### config.mk
export PLATFORM = sky130hd
export DESIGN_NAME = gcd_controller_flat
export DESIGN_NICKNAME = d
export VERILOG_FILES = /design/src/rtl/gcd_pkg.sv /design/src/rtl/gcd_controller_if.sv /design/src/rtl/gcd_controller.sv /design/src/flat_wrapper.sv
export SDC_FILE = /design/constraint.sdc
export NUM_CORES = 1
export LEC_CHECK = 0
export ABC_CLOCK_PERIOD_IN_PS = 1980
export CORE_MARGIN = 2
export CORE_UTILIZATION = 45
export DETAILED_ROUTE_END_ITERATION = 10
export PLACE_DENSITY = 0.81
export SLEW_MARGIN = 15
export SYNTH_ARGS = -nofsm -noshare
export SYNTH_HDL_FRONTEND = slang
export SYNTH_SLANG_ARGS = --single-unit
### constraint.sdc
create_clock -name clk -period 1.98 [get_ports clk]
set_clock_uncertainty 0.05 [all_clocks]
set_input_delay 0.396 -clock clk [delete_from_list [all_inputs] [get_ports clk]]
set_output_delay 0.396 -clock clk [all_outputs]
set_load 0.03 [all_outputs]
### src/rtl/gcd_pkg.sv
// Shared types and encodings for the subtractive GCD controller.
package gcd_pkg;

   // Controller states, 3-bit encoding
   typedef enum logic [2:0] {
      IDLE  = 3'd0,
      CALC  = 3'd1,
      STORE = 3'd2,
      DONE  = 3'd3,
      ERR   = 3'd4
   } state_t;

   // Subtractor operand order (Ss)
   localparam logic SUB_XY = 1'b0;
   localparam logic SUB_YX = 1'b1;

   // x/y register source select (Sx, Sy)
   localparam logic SEL_IN  = 1'b0;
   localparam logic SEL_SUB = 1'b1;

endpackage

### src/rtl/gcd_controller_if.sv
// Host handshake plus datapath control/status bundle for the GCD controller.
interface gcd_controller_if #(
   parameter int ITER_W = 8
);
   logic              start;
   logic              abort;
   logic              xeqy;
   logic              xgty;
   logic              ldx;
   logic              ldy;
   logic              ldd;
   logic              Sx;
   logic              Sy;
   logic              Ss;
   logic              busy;
   logic              done;
   logic              err;
   logic [ITER_W-1:0] iter_cnt;

   // Environment side: host requests and datapath status
   modport master (
      output start, abort, xeqy, xgty,
      input  ldx, ldy, ldd, Sx, Sy, Ss, busy, done, err, iter_cnt
   );

   // Controller side
   modport slave (
      input  start, abort, xeqy, xgty,
      output ldx, ldy, ldd, Sx, Sy, Ss, busy, done, err, iter_cnt
   );
endinterface

### src/rtl/gcd_controller.sv
// Sequencer for the 8-bit subtractive GCD datapath: load, iterate, commit,
// with host abort and an iteration watchdog for zero-operand pairs.
module gcd_controller
   import gcd_pkg::*;
#(
   parameter int MAX_ITER = 255,
   parameter int ITER_W   = 8
) (
   input  logic             clk,
   input  logic             rst_n,
   gcd_controller_if.slave  bus
);

   localparam logic [ITER_W-1:0] MAX_CNT = ITER_W'(MAX_ITER);

   state_t            state;
   logic [ITER_W-1:0] iter_q;
   logic              wdog_hit;

   // Watchdog only trips when the pair has not yet converged
   assign wdog_hit = (iter_q == MAX_CNT) && !bus.xeqy;

   // State register and iteration counter
   always_ff @(posedge clk) begin
      if (!rst_n) begin
         state  <= IDLE;
         iter_q <= '0;
      end else begin
         case (state)
            IDLE: begin
               if (bus.start) begin
                  state  <= CALC;
                  iter_q <= '0;
               end
            end
            CALC: begin
               if (bus.abort)      state  <= IDLE;
               else if (bus.xeqy)  state  <= STORE;
               else if (wdog_hit)  state  <= ERR;
               else                iter_q <= iter_q + 1'b1;
            end
            STORE:   state <= bus.abort ? IDLE : DONE;
            DONE:    state <= IDLE;
            ERR:     state <= IDLE;
            default: state <= IDLE;
         endcase
      end
   end

   // Mealy decode of datapath controls; forced low while reset is held
   always_comb begin
      bus.ldx = 1'b0;
      bus.ldy = 1'b0;
      bus.ldd = 1'b0;
      bus.Sx  = SEL_IN;
      bus.Sy  = SEL_IN;
      bus.Ss  = SUB_XY;
      if (rst_n) begin
         case (state)
            IDLE: begin
               if (bus.start) begin
                  bus.ldx = 1'b1;
                  bus.ldy = 1'b1;
               end
            end
            CALC: begin
               // one subtraction per cycle, larger operand minus smaller
               if (!bus.abort && !bus.xeqy && !wdog_hit) begin
                  if (bus.xgty) begin
                     bus.ldx = 1'b1;
                     bus.Sx  = SEL_SUB;
                     bus.Ss  = SUB_XY;
                  end else begin
                     bus.ldy = 1'b1;
                     bus.Sy  = SEL_SUB;
                     bus.Ss  = SUB_YX;
                  end
               end
            end
            STORE:   bus.ldd = !bus.abort;
            default: ;
         endcase
      end
   end

   // Host status comes from registered state only
   assign bus.busy     = (state != IDLE);
   assign bus.done     = (state == DONE) || (state == ERR);
   assign bus.err      = (state == ERR);
   assign bus.iter_cnt = iter_q;

endmodule

### src/flat_wrapper.sv
// flat-port wrapper written by rule: the top's interface ports become plain ports
module gcd_controller_flat import gcd_pkg::*;
#(
   parameter int MAX_ITER = 255,
   parameter int ITER_W   = 8
)
  (clk, rst_n, bus_start, bus_abort, bus_xeqy, bus_xgty, bus_ldx, bus_ldy, bus_ldd, bus_Sx, bus_Sy, bus_Ss, bus_busy, bus_done, bus_err, bus_iter_cnt);
  gcd_controller_if #(.ITER_W(ITER_W)) bus_i ();
  input  logic clk;
  input  logic rst_n;
  input wire logic [$bits(bus_i.start)-1:0] bus_start;
  input wire logic [$bits(bus_i.abort)-1:0] bus_abort;
  input wire logic [$bits(bus_i.xeqy)-1:0] bus_xeqy;
  input wire logic [$bits(bus_i.xgty)-1:0] bus_xgty;
  output wire logic [$bits(bus_i.ldx)-1:0] bus_ldx;
  output wire logic [$bits(bus_i.ldy)-1:0] bus_ldy;
  output wire logic [$bits(bus_i.ldd)-1:0] bus_ldd;
  output wire logic [$bits(bus_i.Sx)-1:0] bus_Sx;
  output wire logic [$bits(bus_i.Sy)-1:0] bus_Sy;
  output wire logic [$bits(bus_i.Ss)-1:0] bus_Ss;
  output wire logic [$bits(bus_i.busy)-1:0] bus_busy;
  output wire logic [$bits(bus_i.done)-1:0] bus_done;
  output wire logic [$bits(bus_i.err)-1:0] bus_err;
  output wire logic [$bits(bus_i.iter_cnt)-1:0] bus_iter_cnt;
  assign bus_i.start = bus_start;
  assign bus_i.abort = bus_abort;
  assign bus_i.xeqy = bus_xeqy;
  assign bus_i.xgty = bus_xgty;
  assign bus_ldx = bus_i.ldx;
  assign bus_ldy = bus_i.ldy;
  assign bus_ldd = bus_i.ldd;
  assign bus_Sx = bus_i.Sx;
  assign bus_Sy = bus_i.Sy;
  assign bus_Ss = bus_i.Ss;
  assign bus_busy = bus_i.busy;
  assign bus_done = bus_i.done;
  assign bus_err = bus_i.err;
  assign bus_iter_cnt = bus_i.iter_cnt;
  gcd_controller #(.MAX_ITER(MAX_ITER), .ITER_W(ITER_W)) u_core (.clk(clk), .rst_n(rst_n), .bus(bus_i));
endmodule
==> results of run 1 <==
[worst paths after layout]
path | to | slack [ns]
setup / recovery | bus_ldx | -0.14
hold / removal | u_core.bus.iter_cnt[6] | 0.47
setup reg to reg | u_core.bus.iter_cnt[5] | 0.25
hold reg to reg | u_core.bus.iter_cnt[6] | 0.47
[metal layers]
| metal | vias to the layer above | track usage [%] | routed length [um] |
|---|---|---|---|
| met5 | - | 0 | 0 |
| met1 | 452 | 36.4 | 1200 |
| met3 | 13 | 7.35 | 206 |
| met4 | 0 | 7.27 | 80 |
| met2 | 56 | 42.3 | 1360 |
| li1 | 439 | - | - |
[power by group through the flow]
| stage | logic (mW) | registers, mW | clock network (mW) |
|---|---|---|---|
| floorplan | 0.0594 | 0.235 | 0 |
| global placement | 0.110 | 0.235 | 0 |
| detailed placement | 0.112 | 0.235 | 0 |
| CTS | 0.117 | 0.229 | 0.166 |
| global route | 0.131 | 0.228 | 0.180 |
| finish | 0.126 | 0.227 | 0.164 |
[layout by cell type, fill, tap and decap left out, drive strengths merged, types with 3 or more instances in the layout]
cell	Yosys	layout
a21oi	6	6
and3	5	5
clkdlybuf4s50	0	10
clkbuf	2	3
o211ai	3	3
o21ai	3	3
nand2	8	8
dfxtp	11	11
buf	2	32
nand3	8	8
or3	3	3
nor2	3	3
dlygate4sd2	0	5
nor3	3	3
nand4	3	3
[worst max-delay path: stages]
cell and delay [ns]:
dlygate4sd2_1 0.28, buf_4 0.17, nor4_4 0.28, nand3_1 0.19, a21oi_2 0.21, buf_6 0.15
[layout make-up]
| type | instances | area (um^2) |
|---|---|---|
| clock buffer | 3 | 22.5 |
| clock inverter | 1 | 5.00 |
| fill | 95 | 255 |
| inverter | 2 | 7.51 |
| multi-input combinational | 71 | 563 |
| sequential | 11 | 238 |
| tap | 16 | 20.0 |
| timing repair buffer | 48 | 413 |
[flip-flops by register name, summed over array words and instances (netlist names)]
signal	count
u_core.bus.iter_cnt	8
u_core.state	3
[cell families (layout without fill, tap and decap cells)]
logic type	count (synthesis)	after routing	synth area share [%]
flip-flops	11	11	29.7
AND/OR/NAND/NOR	48	48	43.8
AO/OA/AOI/OAI	22	22	21.1
buffers and inverters	6	54	3.72
adder cells (fa/ha/maj)	1	1	1.69
[timing repair]
| action | in CTS | in global routing |
|---|---|---|
| pin swaps | 4 | 1 |
| setup endpoints to repair | 8 | 5 |
| endpoints found under the hold margin | 0 | 0 |
| gates resized for setup | 23 | 8 |
| setup buffers | 1 | 7 |
==> flow_summary.yaml, run 1 <==
run_status:
  status: "finished, violations left"
  violations: "setup timing"
setup_path:
  criticalPathCategory: "input pin to primary output"
  cp-end-kind: "primary output"
  worstPathRequired_ns: 1.53
  reg2reg_depth: 6
  worst_setup_path_start_kind: "input pin"
  startpoint: "bus_abort"
  critPathMaxFanout: 3
  arrival_ns: 1.68
  regToRegStartpoint: "u_core.bus.iter_cnt[3]"
place:
  gp_congestion: 0.834
  hpwl_um: 1600
  dp.cells: 140
  dp_slack_ns: -0.259
  place_area_um2: 1110
  portBuffers: 22
yosys:
  synthCells: 88
  synth.most_common_cell: "dfxtp_1"
  ys_seq_area_share_pct: 29.7
  ys_types: 39
  synth_edf_count: 0
  yosysTopAreaCell: "dfxtp_1"
  synthTopCellsByArea: "dfxtp_1 (30%), nand3_1 (5.4%), a21oi_1 (4.1%)"
  syn_area_um2: 741
  yosys_warnings: 0
  synth_top_area_share_pct: 29.7
  ys_ff_latch: 11
  synth_nets: 95
  synth_area_per_cell_um2: 8.42
  synth_commonest_cells: "dfxtp_1 (11), nand2_1 (8), nand3_1 (8)"
  async_flop_share_pct: 0
  synth_ff_type: "dfxtp_1"
die:
  coreArea_um2: 1520
  initial_utilization_pct: 48.6
  die_h_um: 44.6
  num_io_pins: 23
  rows: 14
  die_w_um: 44.6
  die_area_um2: 1990
layout:
  design_area_um2: 1270
  antenna_cells: 0
  nNetsFinal: 144
  drive_gt1_share_pct: 43.4
  final_core_util_pct: 83.3
  stdcell_count: 152
  area_growth_pct: 71.3
power_and_ir_drop:
  power_frac_comb_pct: 24.3
  intPower_mw: 0.350
  p_sw_mw: 0.167
  switching_share_pct: 32.3
  power_density_nw_per_um2: 408
  pwr-share-clk_pct: 31.7
  seqPwrFrac_pct: 44.0
  leakagePower_nw: 0.536
  vdd_drop_max_mv: 0.454
  power.total_mw: 0.517
run:
  cap_violations: 0
clock_tree:
  clkLatencyLatePin_ns: 0.28
  hold_buffers: 0
  cts_made_buffers: 3
  h-tree-depth: 1
  root_buffer: "clkbuf_4"
  cts_tree: "yes"
  cts.clk_slew.worst_paths_ns: 0.07
  clock_sinks: 11
  clockBufferDepth: 2
timing:
  rsz0062_at_grt: "yes"
  finalMaxSlewViolations: 0
  whs_ns: 0.468
  clock.fmax_ghz: 0.471
  maxSlewHeadroom_pct: 76.1
  setup_viol: 5
  setup_slack_ns: -0.144
  hold_viol: 0
  period_needed_ns: 2.12
  tightest_slew_ns: 0.355
  period_share_pct: 107
  setup_tns_ns: -0.371
drt:
  drt_first_pass_iters: 4
  wl_um: 2840
  drt-initial-drc-count: 37
  drcViolationCount: 0
  vias_per_cell: 6.32
  routedWlPerCell_um: 18.7
  ant_nets: 0
  vias: 960
grt:
  globalRouteOverflowTotal: 0
  grt_pass1_vias: 830
  antenna_found_initial: 0
  grt_pass1_wl_um: 3820
  grt.total_usage_pct: 27.1
  grt_max_degree: 16
min_path:
  holdPathStages: 2
  hold_class: "flip-flop to flip-flop"
  min_from: "u_core.bus.iter_cnt[6]"
Power figures use the tool's default switching activity.
==> inputs of run 2 (changes only) <==
--- a/config.mk
+++ b/config.mk
@@ -8,7 +8,8 @@
 export ABC_CLOCK_PERIOD_IN_PS = 1980
 export CORE_MARGIN = 2
-export CORE_UTILIZATION = 45
+export CORE_UTILIZATION = 39
+export CTS_BUF_LIST = sky130_fd_sc_hd__clkbuf_2 sky130_fd_sc_hd__clkbuf_4 sky130_fd_sc_hd__clkbuf_8
 export DETAILED_ROUTE_END_ITERATION = 10
-export PLACE_DENSITY = 0.81
+export PLACE_DENSITY = 0.72
 export SLEW_MARGIN = 15
 export SYNTH_ARGS = -nofsm -noshare
==> constraint.sdc (replaced) <==
create_clock -name clk -period 1.98 [get_ports clk]
set_clock_uncertainty 0.05 [all_clocks]
set_input_delay 0.198 -clock clk [delete_from_list [all_inputs] [get_ports clk]]
set_output_delay 0.198 -clock clk [all_outputs]
set_load 0.03 [all_outputs]
==> flow_summary.yaml, run 2 (synthesis gave the netlist of run 1 again) <==
die:
  coreArea_um2: 1760
  initial_utilization_pct: 42.0
  die_w_um: 47.6
  num_io_pins: 23
  die_h_um: 47.6
  die_area_um2: 2260
  rows: 15
power_and_ir_drop:
  power_density_nw_per_um2: 470
  power.total_mw: 0.510
  leakagePower_nw: 0.423
  vdd_drop_max_mv: 0.394
timing:
  hold_viol: 0
  tightest_slew_ns: 0.377
  setup_tns_ns: 0
  setup_viol: 0
  period_share_pct: 97.8
  rsz0062_at_grt: "no"
  finalMaxSlewViolations: 0
  clock.fmax_ghz: 0.516
  maxSlewHeadroom_pct: 74.6
  period_needed_ns: 1.94
clock_tree:
  cts.clk_slew.worst_paths_ns: 0.08
  cts_tree: "yes"
  clock_sinks: 11
  root_buffer: "clkbuf_4"
  cts_made_buffers: 3
  clockBufferDepth: 2
  h-tree-depth: 1
  clkLatencyLatePin_ns: 0.28
  hold_buffers: 0
setup_path:
  worst_setup_path_start_kind: "flip-flop"
  criticalPathCategory: "flip-flop to primary output"
  critPathMaxFanout: 14
  arrival_ns: 1.69
  startpoint: "u_core.state[0]"
  cp-end-kind: "primary output"
  regToRegStartpoint: "u_core.state[0]"
  worstPathRequired_ns: 1.73
layout:
  area_growth_pct: 46.5
  drive_gt1_share_pct: 29.7
  final_cell_mix: "clkdlybuf4s50_1 (15), buf_4 (13), nand2_1 (8), nand3_1 (8), dfxtp_1 (7)"
  largest_reg_flops: 8
  antenna_cells: 0
  nNetsFinal: 126
  final_common_cell: "clkdlybuf4s50_1"
grt:
  grt_pass1_vias: 720
  grt_pass1_wl_um: 3500
  globalRouteOverflowTotal: 0
  grt_max_degree: 16
  antenna_found_initial: 0
  grt.total_usage_pct: 22.5
drt:
  vias_per_cell: 5.69
  drcViolationCount: 0
  drt_first_pass_iters: 4
  wl_um: 2150
  routedWlPerCell_um: 15.1
  ant_nets: 0
  vias: 813
  drt-initial-drc-count: 31
place:
  hpwl_um: 1590
  portBuffers: 22
  gp_congestion: 0.869
min_path:
  min_from: "u_core.bus.iter_cnt[1]"
  hold_class: "flip-flop to flip-flop"
run:
  cap_violations: 0
run_status:
  status: "complete, no violations"
[run 2: path summary, 6_finish.rpt]
kind	endpoint	slack (ns)	cells after the start
min	u_core.bus.iter_cnt[1]	0.48	2
max	bus_busy	0.04	2
min reg2reg	u_core.bus.iter_cnt[1]	0.48	2
max reg2reg	u_core.bus.iter_cnt[5]	0.39	5
[run 2: worst max-delay path: stages, from the launching register on]
cell             delay [ns]
dfxtp_4                0.41
or3_1                  0.40
clkdlybuf4s50_1        0.60
[run 2: per-layer routing]
metal | vias up | routed length, um | GRT usage [%]
met2 | 26 | 944 | 30.8
met4 | 0 | 40 | 9.73
li1 | 406 | - | -
met1 | 376 | 1070 | 33.8
met5 | - | 0 | 0
met3 | 5 | 104 | 4.53
[run 2: metrics by stage]
stage	util, %	worst slack (ns)	area, um^2	hold slack, ns	cells
floorplan	-	-0.0491	754	0.331	88
global placement	58.4	0.0990	1030	0.477	139
detailed placement	58.4	0.0570	1030	0.487	139
CTS	61.0	0.00529	1080	0.485	143
global route	61.5	0.00220	1080	0.512	143
finish	61.5	0.0431	1080	0.483	143
[run 2: final cells by class]
| class | instances | area [um^2] |
|---|---|---|
| Multi-Input combinational cell | 71 | 520 |
| Tap cell | 25 | 31.3 |
| Clock buffer | 4 | 30.0 |
| Sequential cell | 11 | 228 |
| Timing Repair Buffer | 30 | 268 |
| Fill cell | 175 | 679 |
| Inverter | 2 | 7.51 |
[run 2: report_power, final]
| group | leakage, nW | switching, mW | total [mW] | internal [mW] |
|---|---|---|---|---|
| combinational | 0.314 | 0.0569 | 0.100 | 0.0434 |
| sequential | 0.0910 | 0.00933 | 0.234 | 0.224 |
| clock | 0.0184 | 0.0839 | 0.176 | 0.0919 |
[run 2: repair_timing]
| action | 4_1_cts | 5_1_grt |
|---|---|---|
| resized for setup | 9 | 3 |
| pin swaps | 1 | 0 |
| setup endpoints to repair | 8 | 3 |
| buffers inserted | 0 | 0 |
| cloned | 0 | 0 |
==> RTL edit (settings of run 2) <==
`MAX_ITER` is set to 255 in 2 places; all go to 127.
--- a/src/rtl/gcd_controller.sv
+++ b/src/rtl/gcd_controller.sv
@@ -3,7 +3,7 @@
 module gcd_controller
    import gcd_pkg::*;
 #(
-   parameter int MAX_ITER = 255,
+   parameter int MAX_ITER = 127,
    parameter int ITER_W   = 8
 ) (
    input  logic             clk,
--- a/src/flat_wrapper.sv
+++ b/src/flat_wrapper.sv
@@ -1,7 +1,7 @@
 // flat-port wrapper written by rule: the top's interface ports become plain ports
 module gcd_controller_flat import gcd_pkg::*;
 #(
-   parameter int MAX_ITER = 255,
+   parameter int MAX_ITER = 127,
    parameter int ITER_W   = 8
 )
   (clk, rst_n, bus_start, bus_abort, bus_xeqy, bus_xgty, bus_ldx, bus_ldy, bus_ldd, bus_Sx, bus_Sy, bus_Ss, bus_busy, bus_done, bus_err, bus_iter_cnt);
Formal check against the unedited RTL: same outputs for any inputs over 10 cycles, from zero or initial values and one cycle with rst_n low; that may be too few to reach the edited logic, so the function may still have changed.
==> RTL edit against run 2 <==
- the run now ends with setup timing left
- final area increased by 5.2%
- power increased by 5.2%
- area after synthesis decreased by 13%
- sequential cell count unchanged
- wire length decreased by 1.1%
- worst hold slack got worse by 0.0030 ns
- setup slack got worse by 0.23 ns
- clock power decreased by 6%
- count of clock-buffer cells in the layout unchanged
- first-iteration DRC count decreased by 55%
- critical path type is now in2out
- largest cell class unchanged
- highest routed layer unchanged
==> RTL edit: results (changes against run 2) <==
| Metric | Value |
|---|---|
| Setup ws final | -0.186 ns (-0.229 ns) |
| # fillers | 108 (-38%) |
| Avg WL per Cell | 15.6 um (+3.3%) |
| Share of layout cells above drive strength 1 | 0.421 (+0.125) |
| I/O Buffers | 22 (unchanged) |
| Syn Inst Count | 78 (-11%) |
| Top cell type's share of synthesized area | 0.341 (+0.0438) |
| Slew @ Worst Pin | 0.367 ns (-0.00976 ns) |
| Setup-failing EPs final | 9 (+9) |
| Area contributors post-synth | dfxtp_1, a21oi_1, nand2_1 |
| Final Wtd Congestion | 0.832 (-4.2%) |
| Status | complete, but fails checks |
| Hpwl dp | 1.45 mm (-9.0%) |
| Via count | 786 (-3.3%) |
| Via/cell ratio | 5.74 (+0.91%) |
| Place WS | -0.255 ns (-0.312 ns) |
| Failing checks | setup timing |
| Clk_lat worst skew | 0.27 ns |
| Most frequent cells after synthesis | dfxtp_1, a21oi_1, nand2_1 |
| First-pass GRT wire length | 3.42 mm (-2.4%) |
| Root Buffer | clkbuf_4 |
| Commonest non-fill, non-tap cell in the layout | buf_4 |
| Yosys cell types | 32 (-18%) |
| Sequential fraction of the synthesis area | 0.341 (+0.0438) |
| Placed inst area | 993 um^2 (-3.6%) |
| Pin count of the biggest net entering global routing | 9 (-7) |
| Nets | 129 (+2.4%) |
| Iteration-0 DRC Markers | 14 (-55%) |
| Worst IR Drop VDD | 0.505 mV (+28%) |
| Critical path peak fanout | 4 (-10) |
| Worst EP arrival | 1.92 ns (+0.23 ns) |
| GRT Resource Usage Total | 0.236 (+0.0110) |
| Vias in the first global route | 748 (+3.9%) |
| Pleak | 0.455 nW (+7.5%) |
| Multi-input gate area | 483 um^2 (-7.2%) |
| Clock-pin slew on the worst setup and hold paths | 0.06 ns (-0.02 ns) |
| Final setup TNS | -1.00 ns (-1.00 ns) |
| Syn_nets | 85 (-11%) |
RTL edit: worst paths after layout:
path / start / endpoint / slack (ns) / depth (start not counted)
hold / removal: u_core.bus.iter_cnt[4] / u_core.bus.iter_cnt[4] / 0.48 / 2
setup / recovery: bus_abort / bus_Ss / -0.19 / 6
setup reg to reg: u_core.state[1] / u_core.bus.iter_cnt[7] / -0.12 / 5
hold reg to reg: u_core.bus.iter_cnt[4] / u_core.bus.iter_cnt[4] / 0.48 / 2
RTL edit: layer usage:
layer	up-vias	track usage	wire, um
met5	-	0	0
met4	0	0.0485	22
met3	4	0.0694	79
met2	21	0.386	1100
met1	381	0.307	932
li1	380	-	-
RTL edit: layout make-up:
cell class / count / area share
clock buffers: 4 / 0.0263
repair buffers: 42 / 0.332
multi-input cells: 62 / 0.423
flip-flops and latches: 11 / 0.194
inverters: 2 / 0.00658
well taps: 16 / 0.0175
RTL edit: logic make-up after synthesis:
family,count (synthesis),synth area share
AO/OA/AOI/OAI,21,0.202
adder cells (fa/ha/maj),1,0.0194
buffers and inverters,5,0.0581
flip-flops,11,0.341
multiplexers,1,0.0174
AND/OR/NAND/NOR,39,0.362
RTL edit: power by group:
group | internal, mW | switching [mW]
Sequential | 0.225 | 0.00254
Combinational | 0.0672 | 0.0750
Clock | 0.0918 | 0.0739
RTL edit: timing repair:
item	in CTS	in global routing
buffers inserted	3	0
setup endpoints to repair	9	11
pin swaps	6	4
resized for setup	12	16
RTL edit: worst max-delay path: stages:
cell and delay, ns:
clkdlybuf4s50_1 0.44, or4b_4 0.54, a211o_4 0.31, buf_6 0.13, nor3_4 0.15, buf_6 0.16
